<file path="src/rtl/fetch_unit.sv">
// fetch_unit: instruction-fetch stage sitting directly in front of the imem.
//   Holds the program counter, presents it to the imem as a byte address,
//   captures the returned instruction plus its PC+4 into the IF/ID register,
//   and selects the next PC (sequential / branch / jump / jr). Supports stall,
//   a one-bubble squash on redirect, and a sticky fetch-fault flag.
//
// Ports:
//   clk, reset         clock, asynchronous active-high reset
//   stall              hold PC and IF/ID this cycle (pcsel ignored)
//   pcsel[1:0]         00 PC+4, 01 branch, 10 jump, 11 jr
//   branch_off[15:0]   signed word offset of the ID-stage branch
//   jump_index[25:0]   jump field of the ID-stage instruction
//   jr_target[31:0]    register value for jr
//   pc[31:0]           fetch byte address (registered, to imem)
//   instr_in           combinational imem read data for pc
//   instr_id, pc4_id   IF/ID instruction and its PC+4
//   valid_id           instr_id is real (0 = bubble)
//   fault              sticky misaligned / out-of-window fetch flag
module fetch_unit #(
  parameter int          Nloc    = 64,
  parameter int          Dbits   = 32,
  parameter logic [31:0] resetPC = 32'h0040_0000
) (
  input  logic             clk,
  input  logic             reset,
  input  logic             stall,
  input  logic [1:0]       pcsel,
  input  logic [15:0]      branch_off,
  input  logic [25:0]      jump_index,
  input  logic [31:0]      jr_target,
  output logic [31:0]      pc,
  input  logic [Dbits-1:0] instr_in,
  output logic [Dbits-1:0] instr_id,
  output logic [31:0]      pc4_id,
  output logic             valid_id,
  output logic             fault
);

  // Exclusive upper bound of the imem fetch window.
  localparam logic [31:0] PC_HI = resetPC + 32'(4 * Nloc);

  logic [31:0]      pc_q, pc_d;
  logic [Dbits-1:0] instr_id_q, instr_id_d;
  logic [31:0]      pc4_id_q, pc4_id_d;
  logic             valid_id_q, valid_id_d;
  logic             fault_q, fault_d;

  logic [31:0] pc4, br_tgt, j_tgt, jr_tgt, nxt_pc;
  logic        jr_mis, out_win;

  always_comb begin
    // Redirect targets are relative to the ID-stage instruction, not the
    // instruction currently being fetched.
    pc4    = pc_q + 32'd4;
    br_tgt = pc4_id_q + {{14{branch_off[15]}}, branch_off, 2'b00};
    j_tgt  = {pc4_id_q[31:28], jump_index, 2'b00};
    jr_tgt = {jr_target[31:2], 2'b00};

    case (pcsel)
      2'b01:   nxt_pc = br_tgt;
      2'b10:   nxt_pc = j_tgt;
      2'b11:   nxt_pc = jr_tgt;
      default: nxt_pc = pc4;
    endcase

    jr_mis  = (pcsel == 2'b11) && (jr_target[1:0] != 2'b00);
    out_win = (nxt_pc < resetPC) || (nxt_pc >= PC_HI);

    pc_d       = pc_q;
    instr_id_d = instr_id_q;
    pc4_id_d   = pc4_id_q;
    valid_id_d = valid_id_q;
    fault_d    = fault_q;

    if (!stall) begin
      pc_d     = nxt_pc;
      pc4_id_d = pc4;
      if (pcsel == 2'b00) begin
        instr_id_d = instr_in;
        valid_id_d = 1'b1;
      end else begin
        // Squash the wrong-path instruction in flight: one bubble.
        instr_id_d = '0;
        valid_id_d = 1'b0;
      end
      // Faults are flagged but fetching carries on.
      if (jr_mis || out_win) fault_d = 1'b1;
    end
  end

  always_ff @(posedge clk or posedge reset) begin
    if (reset) begin
      pc_q       <= resetPC;
      instr_id_q <= '0;
      pc4_id_q   <= '0;
      valid_id_q <= 1'b0;
      fault_q    <= 1'b0;
    end else begin
      pc_q       <= pc_d;
      instr_id_q <= instr_id_d;
      pc4_id_q   <= pc4_id_d;
      valid_id_q <= valid_id_d;
      fault_q    <= fault_d;
    end
  end

  assign pc       = pc_q;
  assign instr_id = instr_id_q;
  assign pc4_id   = pc4_id_q;
  assign valid_id = valid_id_q;
  assign fault    = fault_q;

endmodule
</file>
<file path="config.mk">
export PLATFORM = sky130hd
export DESIGN_NAME = fetch_unit
export DESIGN_NICKNAME = d
export VERILOG_FILES = /design/src/rtl/fetch_unit.sv
export SDC_FILE = /design/constraint.sdc
export NUM_CORES = 1
export LEC_CHECK = 0
export CORE_MARGIN = 2
export CORE_UTILIZATION = 52
export CTS_CLUSTER_DIAMETER = 80
export CTS_CLUSTER_SIZE = 28
export DETAILED_ROUTE_END_ITERATION = 8
export PLACE_DENSITY = 0.87
export SETUP_SLACK_MARGIN = 0.2
export SLEW_MARGIN = 40
export SYNTH_ARGS = -nofsm -noshare
export SYNTH_HDL_FRONTEND = slang
export SYNTH_SLANG_ARGS = --single-unit
</file>
<file path="constraint.sdc">
create_clock -name clk -period 7.6 [get_ports clk]
set_input_delay 1.52 -clock clk [delete_from_list [all_inputs] [get_ports clk]]
set_output_delay 1.52 -clock clk [all_outputs]
set_load 0.01 [all_outputs]
</file>
Yosys cells after proc, flatten, opt, wreduce, memory -nomap -nowiden --
Cells that the tools add are included.
Storage, ports and cells: flip-flop bits (word level) 98, input bits 111, output and inout bits 98, word-level logic and storage cells 22
Cells by class: add/subtract/negate cells 2, $lt $le $gt $ge 2, eq/ne operators 3, muxes and demuxes 3, bitwise gates (word level) 1, reduce and logical (&&, ||, !) cells 6
Operator list (count):
- $pmux W32 S3 | 1
- $add A32 B3 Y32 const B | 1
- $add A32 B32 Y32 | 1
- $ge A32 B23 Y1 const B | 1
- $lt A32 B23 Y1 const B | 1
- $mux W32 | 1
- $eq A2 B2 Y1 const B | 2
- $eq A2 B1 Y1 const B | 1
- $logic_not A2 Y1 | 1
- $logic_or A1 B1 Y1 | 2
- $reduce_and A2 Y1 | 1
- $reduce_bool A2 Y1 | 1
- $logic_and A1 B1 Y1 | 1
- $mux W1 | 1
- $not A1 Y1 | 1

Longest topological paths before layout --
Gate-level depths: netlist (run 1).
depth after elaboration 6, depth in mapped cells 13

Least setup slack after synthesis (run 1) --
No wires, ideal clock.
path type in2reg, from in branch_off[0], to reg fault_q, in the netlist fault, library setup time 82 ps, arrival 3831 ps, required time 7518 ps, path slack 3687 ps, stages 13, path buffers 0, cell sequence ha_1 > inv_1 > fa_1 > nand2b_1 > a21oi_1 > o21a_2 > nor3_4 > a211oi_2 > nor2_1 > xor2_1 > mux4_2 > and3_1 > a31oi_1
Between the ends: longest elaborated chain between the ends 6
Ends and longest elaborated chain:
- from (decl) | line 28 | input logic [15:0] branch_off,
- $add A32 B32 Y32 (*) | line 55 | br_tgt = pc4_id_q + {{14{branch_off[15]}}, branch_off, 2'b00};
- $pmux W32 S3 (*) | line 59 | case (pcsel)
- $lt A32 B23 Y1 / $ge A32 B23 Y1 (equally long branches) | line 67 | out_win = (nxt_pc < resetPC) || (nxt_pc >= PC_HI);
- $logic_or A1 B1 Y1 (*) | line 67
- $logic_or A1 B1 Y1 (*) | line 87 | if (jr_mis || out_win) fault_d = 1'b1;
- $reduce_and A2 Y1 (no source line) (*)
- to (signal assigned) | line 103 | fault_q <= fault_d;
- to (decl) | line 46 | logic fault_q, fault_d;
Mark *: on every way between the ends. The rest lies on a longest branch, timed or not. A chain may end at the register's enable or synchronous reset.

Final worst setup path (run 1) --
from in branch_off[15], to reg fault_q, in the netlist fault
The elaborated chain is that of the path after synthesis.

==> results of run 1 <==
## metal layers
| metal | share of wire | up-vias |
|---|---|---|
| li1 | - | 3112 |
| met1 | 0.42 | 3215 |
| met3 | 0.091 | 43 |
| met5 | 0 | - |
| met2 | 0.46 | 349 |
| met4 | 0.024 | 0 |
## worst paths after layout
| kind | startpoint | depth (start not counted) | to |
|---|---|---|---|
| max | branch_off[15] | 11 | fault$_DFFE_PP0P_ |
| min | instr_id[10]$_DFFE_PP0N_ | 2 | instr_id[10]$_DFFE_PP0N_ |
| max reg2reg | pc4_id[2]$_DFFE_PP0N_ | 13 | fault$_DFFE_PP0P_ |
| min reg2reg | instr_id[10]$_DFFE_PP0N_ | 2 | instr_id[10]$_DFFE_PP0N_ |
| max in group asynchronous | reset | 3 | pc4_id[13]$_DFFE_PP0N_ |
| min in group asynchronous | reset | 2 | instr_id[5]$_DFFE_PP0N_ |
## logic make-up after synthesis
family | share of synthesized area
fa+ha+maj | 0.0569
buf+inv | 0.0389
compound gates | 0.174
mux | 0.135
simple gates | 0.188
xor+xnor | 0.0542
flops | 0.353
## area by class of cell
class	instances	area, um2
Clock buffer	10	239
Clock inverter	6	95.1
Fill cell	1012	3710
Inverter	16	62.6
Multi-Input combinational cell	605	4230
Sequential cell	98	2450
Tap cell	176	220
Timing Repair Buffer	215	2130
## per-stage QoR
stage / hold slack, ns / cells / worst slack [ns]
CTS: 0.490 / 1126 / 2.98
global route: 0.513 / 1126 / 2.68
detailed placement: 0.472 / 1110 / 2.65
floorplan: 0.485 / 764 / 3.52
global placement: 0.465 / 1110 / 2.66
finish: 0.488 / 1126 / 2.86
## state kept, by name, summed over array words and instances, names as in the netlist
name	count
pc4_id	32
fault	1
valid_id	1
instr_id	32
pc	32
## worst max-delay path, stage by stage
cell and delay (ns):
clkdlybuf4s50_1 0.80, ha_1 0.59, a21o_1 0.25, a221oi_1 0.41, o21ai_0 0.20, or3_1 0.34
o21ai_0 0.22, xnor2_1 0.15, o221ai_1 0.14, and3_1 0.26, a31oi_1 0.12
## power by group through the flow
stage / logic (uW) / clock network (uW) / registers, uW
after floorplan: 731 / 0 / 791
after global placement: 1200 / 0 / 772
after detailed placement: 1230 / 0 / 777
after CTS: 1240 / 521 / 768
after global routing: 1350 / 543 / 783
final: 1250 / 516 / 770
## cell usage in the layout (no fill, tap or decap), types with 6 or more instances in the layout
| cell type | n |
|---|---|
| o221ai_1 | 7 |
| mux2i_1 | 19 |
| o21ai_0 | 63 |
| xnor2_1 | 33 |
| a21oi_1 | 35 |
| inv_1 | 14 |
| ha_1 | 30 |
| a31oi_1 | 8 |
| clkbuf_16 | 9 |
| xor2_1 | 10 |
| or3_1 | 7 |
| a211oi_1 | 6 |
| mux2_2 | 36 |
| nand4_1 | 11 |
| a21o_1 | 11 |
| buf_4 | 6 |
| nand3_1 | 22 |
| and2_1 | 6 |
| dfrtp_1 | 97 |
| clkdlybuf4s50_1 | 206 |
| nor2_1 | 35 |
| nand2b_1 | 15 |
| mux4_2 | 14 |
| nor3_1 | 8 |
| and3_1 | 12 |
| nand2_1 | 138 |
==> impl_metrics.json, run 1 <==
{
  "outcome": "complete, no violations",
  "antennaDiodeCount": 0,
  "detailedRoute.firstPassIterationCount": 5,
  "period_minus_slack_ns": 4.74,
  "worst_ep_required_time_ns": 7.87,
  "via_per_inst": 5.97,
  "slew_violations": 0,
  "vias": 6719,
  "placedInstanceArea_um2": 9100,
  "synthCells": 764,
  "swShare": 0.385,
  "worstMarginPinSlew_ns": 0.812,
  "dr.first_iter.drc_count": 514,
  "grt_usage": 0.303,
  "area_growth_pct": 35.6,
  "p_leak_uw": 0.00391,
  "cts_htree_levels": 3,
  "fin_skew_ns": 0.0109,
  "fin_crit_sh": 0.623,
  "clockRootBuffer": "clkbuf_16",
  "vdd_drop_max_mv": 0.171,
  "die_area_um2": 14300,
  "crit_path_end_kind": "register",
  "grt.overflow.total": 0,
  "grt_pass1_vias": 6722,
  "routabilityCongestion": 0.967,
  "setup_viol": 0,
  "post_cts_buffers": 0,
  "synthFlopType": "dfrtp_1",
  "dieHeight_um": 120,
  "io_buffer_count": 208,
  "p_per_area_nw_per_um2": 269,
  "power_uw": 2540,
  "synth_nets": 906,
  "rsz0062_at_grt": "no",
  "ant_nets": 0,
  "drc_errors": 0,
  "hold_buffers": 0,
  "antenna_found_initial": 0,
  "syn_avg_cell_area_um2": 9.10,
  "p_switching_uw": 978,
  "synth_commonest_cells": "nand2_1 (138), dfrtp_1 (97), o21ai_0 (63)",
  "rows": 42,
  "clk_pin_slew_worst_paths_ns": 0.07,
  "ctsResizeCount": 0,
  "insertion_delay_ns": 0.35,
  "grt_first_pass_wirelength_um": 34300,
  "yosys_warnings": 0,
  "path_class": "input pin to register",
  "ys_top_cells_by_area": "dfrtp_1 (35%), nand2_1 (7.5%), mux2_2 (5.8%)",
  "grt_use_met2": 0.487,
  "chipWidth_um": 120,
  "cts_buffers": 9,
  "grtUsageMet3": 0.0837,
  "synth_top_area_frac": 0.349,
  "yosysSeqAreaShare": 0.353,
  "io_pins": 209,
  "maxCapViolations": 0,
  "dp_hpwl_um": 16000,
  "fin_nets": 1087,
  "drive_above_1_share": 0.107,
  "ys_seq_elements": 98,
  "cts_buffer_depth": 2,
  "clock_sinks": 98,
  "finalSetupTns_ns": 0,
  "cp_max_fo": 15,
  "p_int_uw": 1560,
  "pwr-share-comb": 0.493,
  "initial_utilization": 0.529,
  "synth_most_common_cell": "nand2_1",
  "wirelength_um": 21700,
  "use_met1": 0.396,
  "worstSetupStartpointType": "input pin",
  "arrival_ns": 5.01,
  "avgRoutedWirePerCell_um": 19.3,
  "grt_start_max_net_pins": 112,
  "min_path_type": "register to register",
  "synth_edf_count": 0,
  "reg2reg_slack_ns": 4.28,
  "seqPwrFrac": 0.303,
  "p_clk_frac": 0.203,
  "syn_area_um2": 6950,
  "synthArstFlopShare": 1.00,
  "hold_violations": 0,
  "max_freq_ghz": 0.211,
  "synth_cell_types": 71,
  "yosysTopAreaCell": "dfrtp_1",
  "core_area_um2": 13100,
  "slew_headroom": 0.459,
  "utilization": 0.718,
  "cts_tree": "done",
  "finish.instance_area_um2": 9430,
  "grt_busiest_layer": "met2"
}
No activity file was read; power rests on OpenSTA's default activity.
==> inputs of run 2 (changes only) <==
- CORE_UTILIZATION: 52 -> 48
- PLACE_DENSITY: 0.87 -> 0.81
- clock period: 7.6 -> 4.5 ns (I/O delays scaled with it)
==> run 2 against run 1 <==
Global-route usage shrank 3.3 points. Worst setup slack lost 2.4 ns. Total power grew 67%. Combinational power grew 67%. Via count shrank 1.5%. Hold slack lost 0.0090 ns. Core utilization shrank 4.2 points. Largest cell class unchanged.
==> impl_metrics.json, run 2 (synthesis gave the netlist of run 1 again) <==
{
  "post_cts_buffers": 0,
  "cts_tree": "done",
  "whs_ns": 0.479,
  "clockRootBuffer": "clkbuf_16",
  "slew_headroom": 0.538,
  "cts_htree_levels": 3,
  "worstSetupStartpointType": "input pin",
  "maxCapViolations": 0,
  "avgRoutedWirePerCell_um": 18.6,
  "ctsResizeCount": 0,
  "rsz0062_at_grt": "no",
  "fin_skew_ns": 0.00750,
  "reg2reg_slack_ns": 1.13,
  "layout_commonest_cell": "clkdlybuf4s50_1",
  "crit_path_end_kind": "register",
  "antenna_found_initial": 0,
  "cp_max_fo": 5,
  "ant_nets": 0,
  "core_area_um2": 14000,
  "insertion_delay_ns": 0.35,
  "vdd_drop_max_mv": 0.268,
  "hp-start": "instr_id[24]$_DFFE_PP0N_",
  "reg2reg_to": "fault$_DFFE_PP0P_",
  "grt_first_pass_wirelength_um": 33800,
  "dr.first_iter.drc_count": 633,
  "grt_pass1_vias": 6477,
  "setup_viol": 0,
  "drive_above_1_share": 0.109,
  "worst_ep_required_time_ns": 4.74,
  "drc_errors": 0,
  "wirelength_um": 21000,
  "period_minus_slack_ns": 3.99,
  "dp_hpwl_um": 15500,
  "startpoint": "branch_off[0]",
  "initial_utilization": 0.497,
  "rows": 43,
  "routabilityCongestion": 0.924,
  "vias": 6615,
  "placed_cells": 1116,
  "outcome": "complete, no violations",
  "max_freq_ghz": 0.250,
  "grt_start_max_net_pins": 111,
  "clock_sinks": 98,
  "detailedRoute.firstPassIterationCount": 7,
  "layout_common_cells": "clkdlybuf4s50_1 (206), nand2_1 (138), dfrtp_1 (97), o21ai_0 (63), mux2_2 (36)",
  "grt_usage": 0.270,
  "hold_path_end": "instr_id[24]$_DFFE_PP0N_",
  "clk_pin_slew_worst_paths_ns": 0.07,
  "hold_depth": 2,
  "fin_nets": 1089,
  "worstMarginPinSlew_ns": 0.693,
  "nFillCells": 1157,
  "cts_buffers": 9,
  "min_path_type": "register to register",
  "rr_startpoint": "pc4_id[2]$_DFFE_PP0N_",
  "r2r_cells": 13,
  "cts_buffer_depth": 2,
  "grt.overflow.total": 0,
  "path_class": "input pin to register",
  "chipWidth_um": 124,
  "io_buffer_count": 208,
  "p_per_area_nw_per_um2": 450,
  "finalSetupTns_ns": 0,
  "preCtsSetupSlack_ns": 0.250,
  "io_pins": 209,
  "antennaDiodeCount": 0,
  "p_leak_uw": 0.00392,
  "worst_slack_ns": 0.508,
  "via_per_inst": 5.85,
  "hold_buffers": 0,
  "arrival_ns": 4.23,
  "area_growth_pct": 35.9,
  "fin_crit_sh": 0.887,
  "hold_violations": 0,
  "final_cells": 1131,
  "die_area_um2": 15500,
  "dieHeight_um": 124,
  "slew_violations": 0,
  "power_uw": 4250
}
run 2: changes by cell type in the layout (fill, tap and decap cells not counted), sizes merged:
cell,delta
inv,-1
buf,+2
clkinvlp,+2
clkbuf,+1
clkinv,-3
run 2: how the worst max path moves through the flow:
stage / endpoint / slack (ns)
after floorplan: fault$_DFFE_PP0P_ / 1.04
after global placement: fault$_DFFE_PP0P_ / 0.33
after detailed placement: fault$_DFFE_PP0P_ / 0.25
after CTS: fault$_DFFE_PP0P_ / 0.60
after global routing: fault$_DFFE_PP0P_ / 0.31
final: fault$_DFFE_PP0P_ / 0.51
run 2: layer usage:
metal,global-route usage,vias to the layer above,share of wire
li1,-,3104,-
met1,0.366,3123,0.43
met2,0.417,339,0.45
met3,0.0700,49,0.093
met4,0.0991,0,0.030
met5,0,-,0
run 2: cell type report:
cell class,count,area [um2],share of cell area
inverter,16,70.1,0.00741
tap,180,225,0.0238
sequential,98,2450,0.260
clock inverter,4,75.1,0.00794
multi-input combinational,605,4230,0.448
clock buffer,11,253,0.0267
timing repair buffer,217,2140,0.227
run 2: report_power, final:
part,internal (uW),switching [uW],leakage [uW]
clock,515,345,0.000154
combinational,1060,1030,0.00254
sequential,1070,228,0.00122
run 2: metrics by stage:
| stage | area, um2 | utilization |
|---|---|---|
| after CTS | 9450 | 0.675 |
| after detailed placement | 9120 | 0.652 |
| after global placement | 9110 | 0.651 |
| final | 9450 | 0.676 |
| after global routing | 9450 | 0.676 |
| after floorplan | 6950 | - |
run 2: critical path: stages:
cell and delay, ns:
clkdlybuf4s50_1 0.46, ha_1 0.17, inv_1 0.06, fa_1 0.40, nand2b_1 0.19, a21oi_1 0.34
o21a_2 0.25, nor3_4 0.07, a211oi_1 0.36, o2111a_1 0.21, nand4_1 0.11, nor4_2 0.35
and4_1 0.26, a31oi_1 0.08
==> inputs of run 3 (changes only) <==
- CTS_CLUSTER_DIAMETER: 80 -> not set
- clock period: 4.5 -> 4.4 ns (I/O delays scaled with it)
==> run 3 against run 2 <==
Flip-flop and latch count unchanged. Combinational power increased by 3%. Core utilization decreased by 0.36 points. Sequential share of layout area increased by 0.14 points. Largest power group unchanged. Highest routed layer unchanged. Clock skew decreased by 0.0017 ns. Cell count increased by 0.18%. Hold slack improved by 0.0030 ns.
==> impl_metrics.json, run 3 (synthesis gave the netlist of run 1 again) <==
{
  "detailedRoute.firstPassIterationCount": 6,
  "cts_buffers": 9,
  "worst_ep_required_time_ns": 4.63,
  "period_minus_slack_ns": 3.91,
  "rsz0062_at_grt": "no",
  "die_area_um2": 15500,
  "cts_tree": "done",
  "utilization": 0.672,
  "fin_skew_ns": 0.00577,
  "p_per_area_nw_per_um2": 449,
  "layout_commonest_cell": "clkdlybuf4s50_1",
  "power_uw": 4220,
  "clk_pin_slew_worst_paths_ns": 0.07,
  "grt.overflow.total": 0,
  "grt_start_max_net_pins": 111,
  "clock_sinks": 98,
  "crit_chain": "clkdlybuf4s50_1, ha_1, inv_1, fa_1, nand2b_1, a21oi_1, o21a_2, nor3_4, a211oi_1, o2111a_1, nand4_1, nor4_2, and4_1, a31oi_1",
  "via_per_inst": 5.81,
  "slew_violations": 0,
  "startpoint": "branch_off[0]",
  "vias": 6578,
  "area_growth_pct": 35.2,
  "path_class": "input pin to register",
  "fin_nets": 1090,
  "crit_path_max_incr_delay_ns": 0.47,
  "dr.first_iter.drc_count": 648,
  "chipWidth_um": 124,
  "slew_headroom": 0.521,
  "crit_path_end_kind": "register",
  "io_pins": 209,
  "p_leak_uw": 0.00390,
  "wirelength_um": 20900,
  "finish.instance_area_um2": 9400,
  "core_area_um2": 14000,
  "drive_above_1_share": 0.109,
  "vdd_drop_max_mv": 0.193,
  "io_buffer_count": 208,
  "post_cts_buffers": 0,
  "grt_pass1_vias": 6441,
  "min_path_type": "register to register",
  "routabilityCongestion": 0.950,
  "antenna_found_initial": 0,
  "placedInstanceArea_um2": 9130,
  "hp-start": "instr_id[28]$_DFFE_PP0N_",
  "ant_nets": 0,
  "antennaDiodeCount": 0,
  "worstSetupStartpointType": "input pin",
  "grt_first_pass_wirelength_um": 33700,
  "preCtsSetupSlack_ns": 0.191,
  "initial_utilization": 0.497,
  "cp_max_fo": 5,
  "maxCapViolations": 0,
  "max_freq_ghz": 0.255,
  "setup_viol": 0,
  "clockRootBuffer": "clkbuf_16",
  "finalSetupTns_ns": 0,
  "insertion_delay_ns": 0.35,
  "outcome": "complete, no violations",
  "worstMarginPinSlew_ns": 0.719,
  "hold_buffers": 0,
  "cts_htree_levels": 3,
  "grt_usage": 0.268,
  "drc_errors": 0,
  "hold_violations": 0,
  "cts_buffer_depth": 2,
  "dp_hpwl_um": 15600,
  "rr_startpoint": "pc4_id[2]$_DFFE_PP0N_",
  "ctsResizeCount": 0,
  "dieHeight_um": 124,
  "layout_common_cells": "clkdlybuf4s50_1 (206), nand2_1 (138), dfrtp_1 (97), o21ai_0 (63), mux2_2 (36)",
  "fin_crit_sh": 0.890,
  "worst_slack_ns": 0.486,
  "rows": 43,
  "avgRoutedWirePerCell_um": 18.5,
  "arrival_ns": 4.14,
  "critPathSlowestCell": "clkdlybuf4s50_1"
}
## run 3: final cells by class
class | count | area [um2]
fillers | 1158 | 4590
multi-input cells | 605 | 4230
flip-flops and latches | 98 | 2450
repair buffers | 218 | 2150
clock buffers | 12 | 246
well taps | 180 | 225
inverters | 16 | 67.6
clock inverters | 4 | 26.3
## run 3: path summary, 6_finish.rpt
check | endpoint | slack, ns | depth (start not counted)
max | fault$_DFFE_PP0P_ | 0.49 | 14
min | instr_id[28]$_DFFE_PP0N_ | 0.48 | 2
max reg2reg | fault$_DFFE_PP0P_ | 1.10 | 13
min reg2reg | instr_id[28]$_DFFE_PP0N_ | 0.48 | 2
max in group asynchronous | pc[22]$_DFFE_PP1N_ | 2.63 | 3
min in group asynchronous | instr_id[4]$_DFFE_PP0N_ | 1.05 | 2
## run 3: critical path: cells and delay by family
kind,cells,cell delay [ns]
compound gates,5,1.25
simple gates,5,0.92
fa+ha+maj,2,0.55
buf+inv,2,0.53
## run 3: power breakdown
| group | internal (uW) | switching, uW |
|---|---|---|
| registers | 1090 | 233 |
| logic | 1090 | 1060 |
| clock network | 400 | 345 |
## run 3: metal layers
metal | global-route usage | vias to the layer above | wire length, um
li1 | - | 3122 | -
met3 | 0.0739 | 42 | 2110
met5 | 0 | - | 0
met2 | 0.423 | 336 | 9680
met1 | 0.356 | 3078 | 8610
met4 | 0.0945 | 0 | 537
## run 3: metrics by stage
stage                     hold WS (ns)  std cells
after floorplan                  0.485        764
after global placement           0.464       1117
after detailed placement         0.472       1117
after CTS                        0.489       1133
after global routing             0.509       1133
final                            0.482       1133
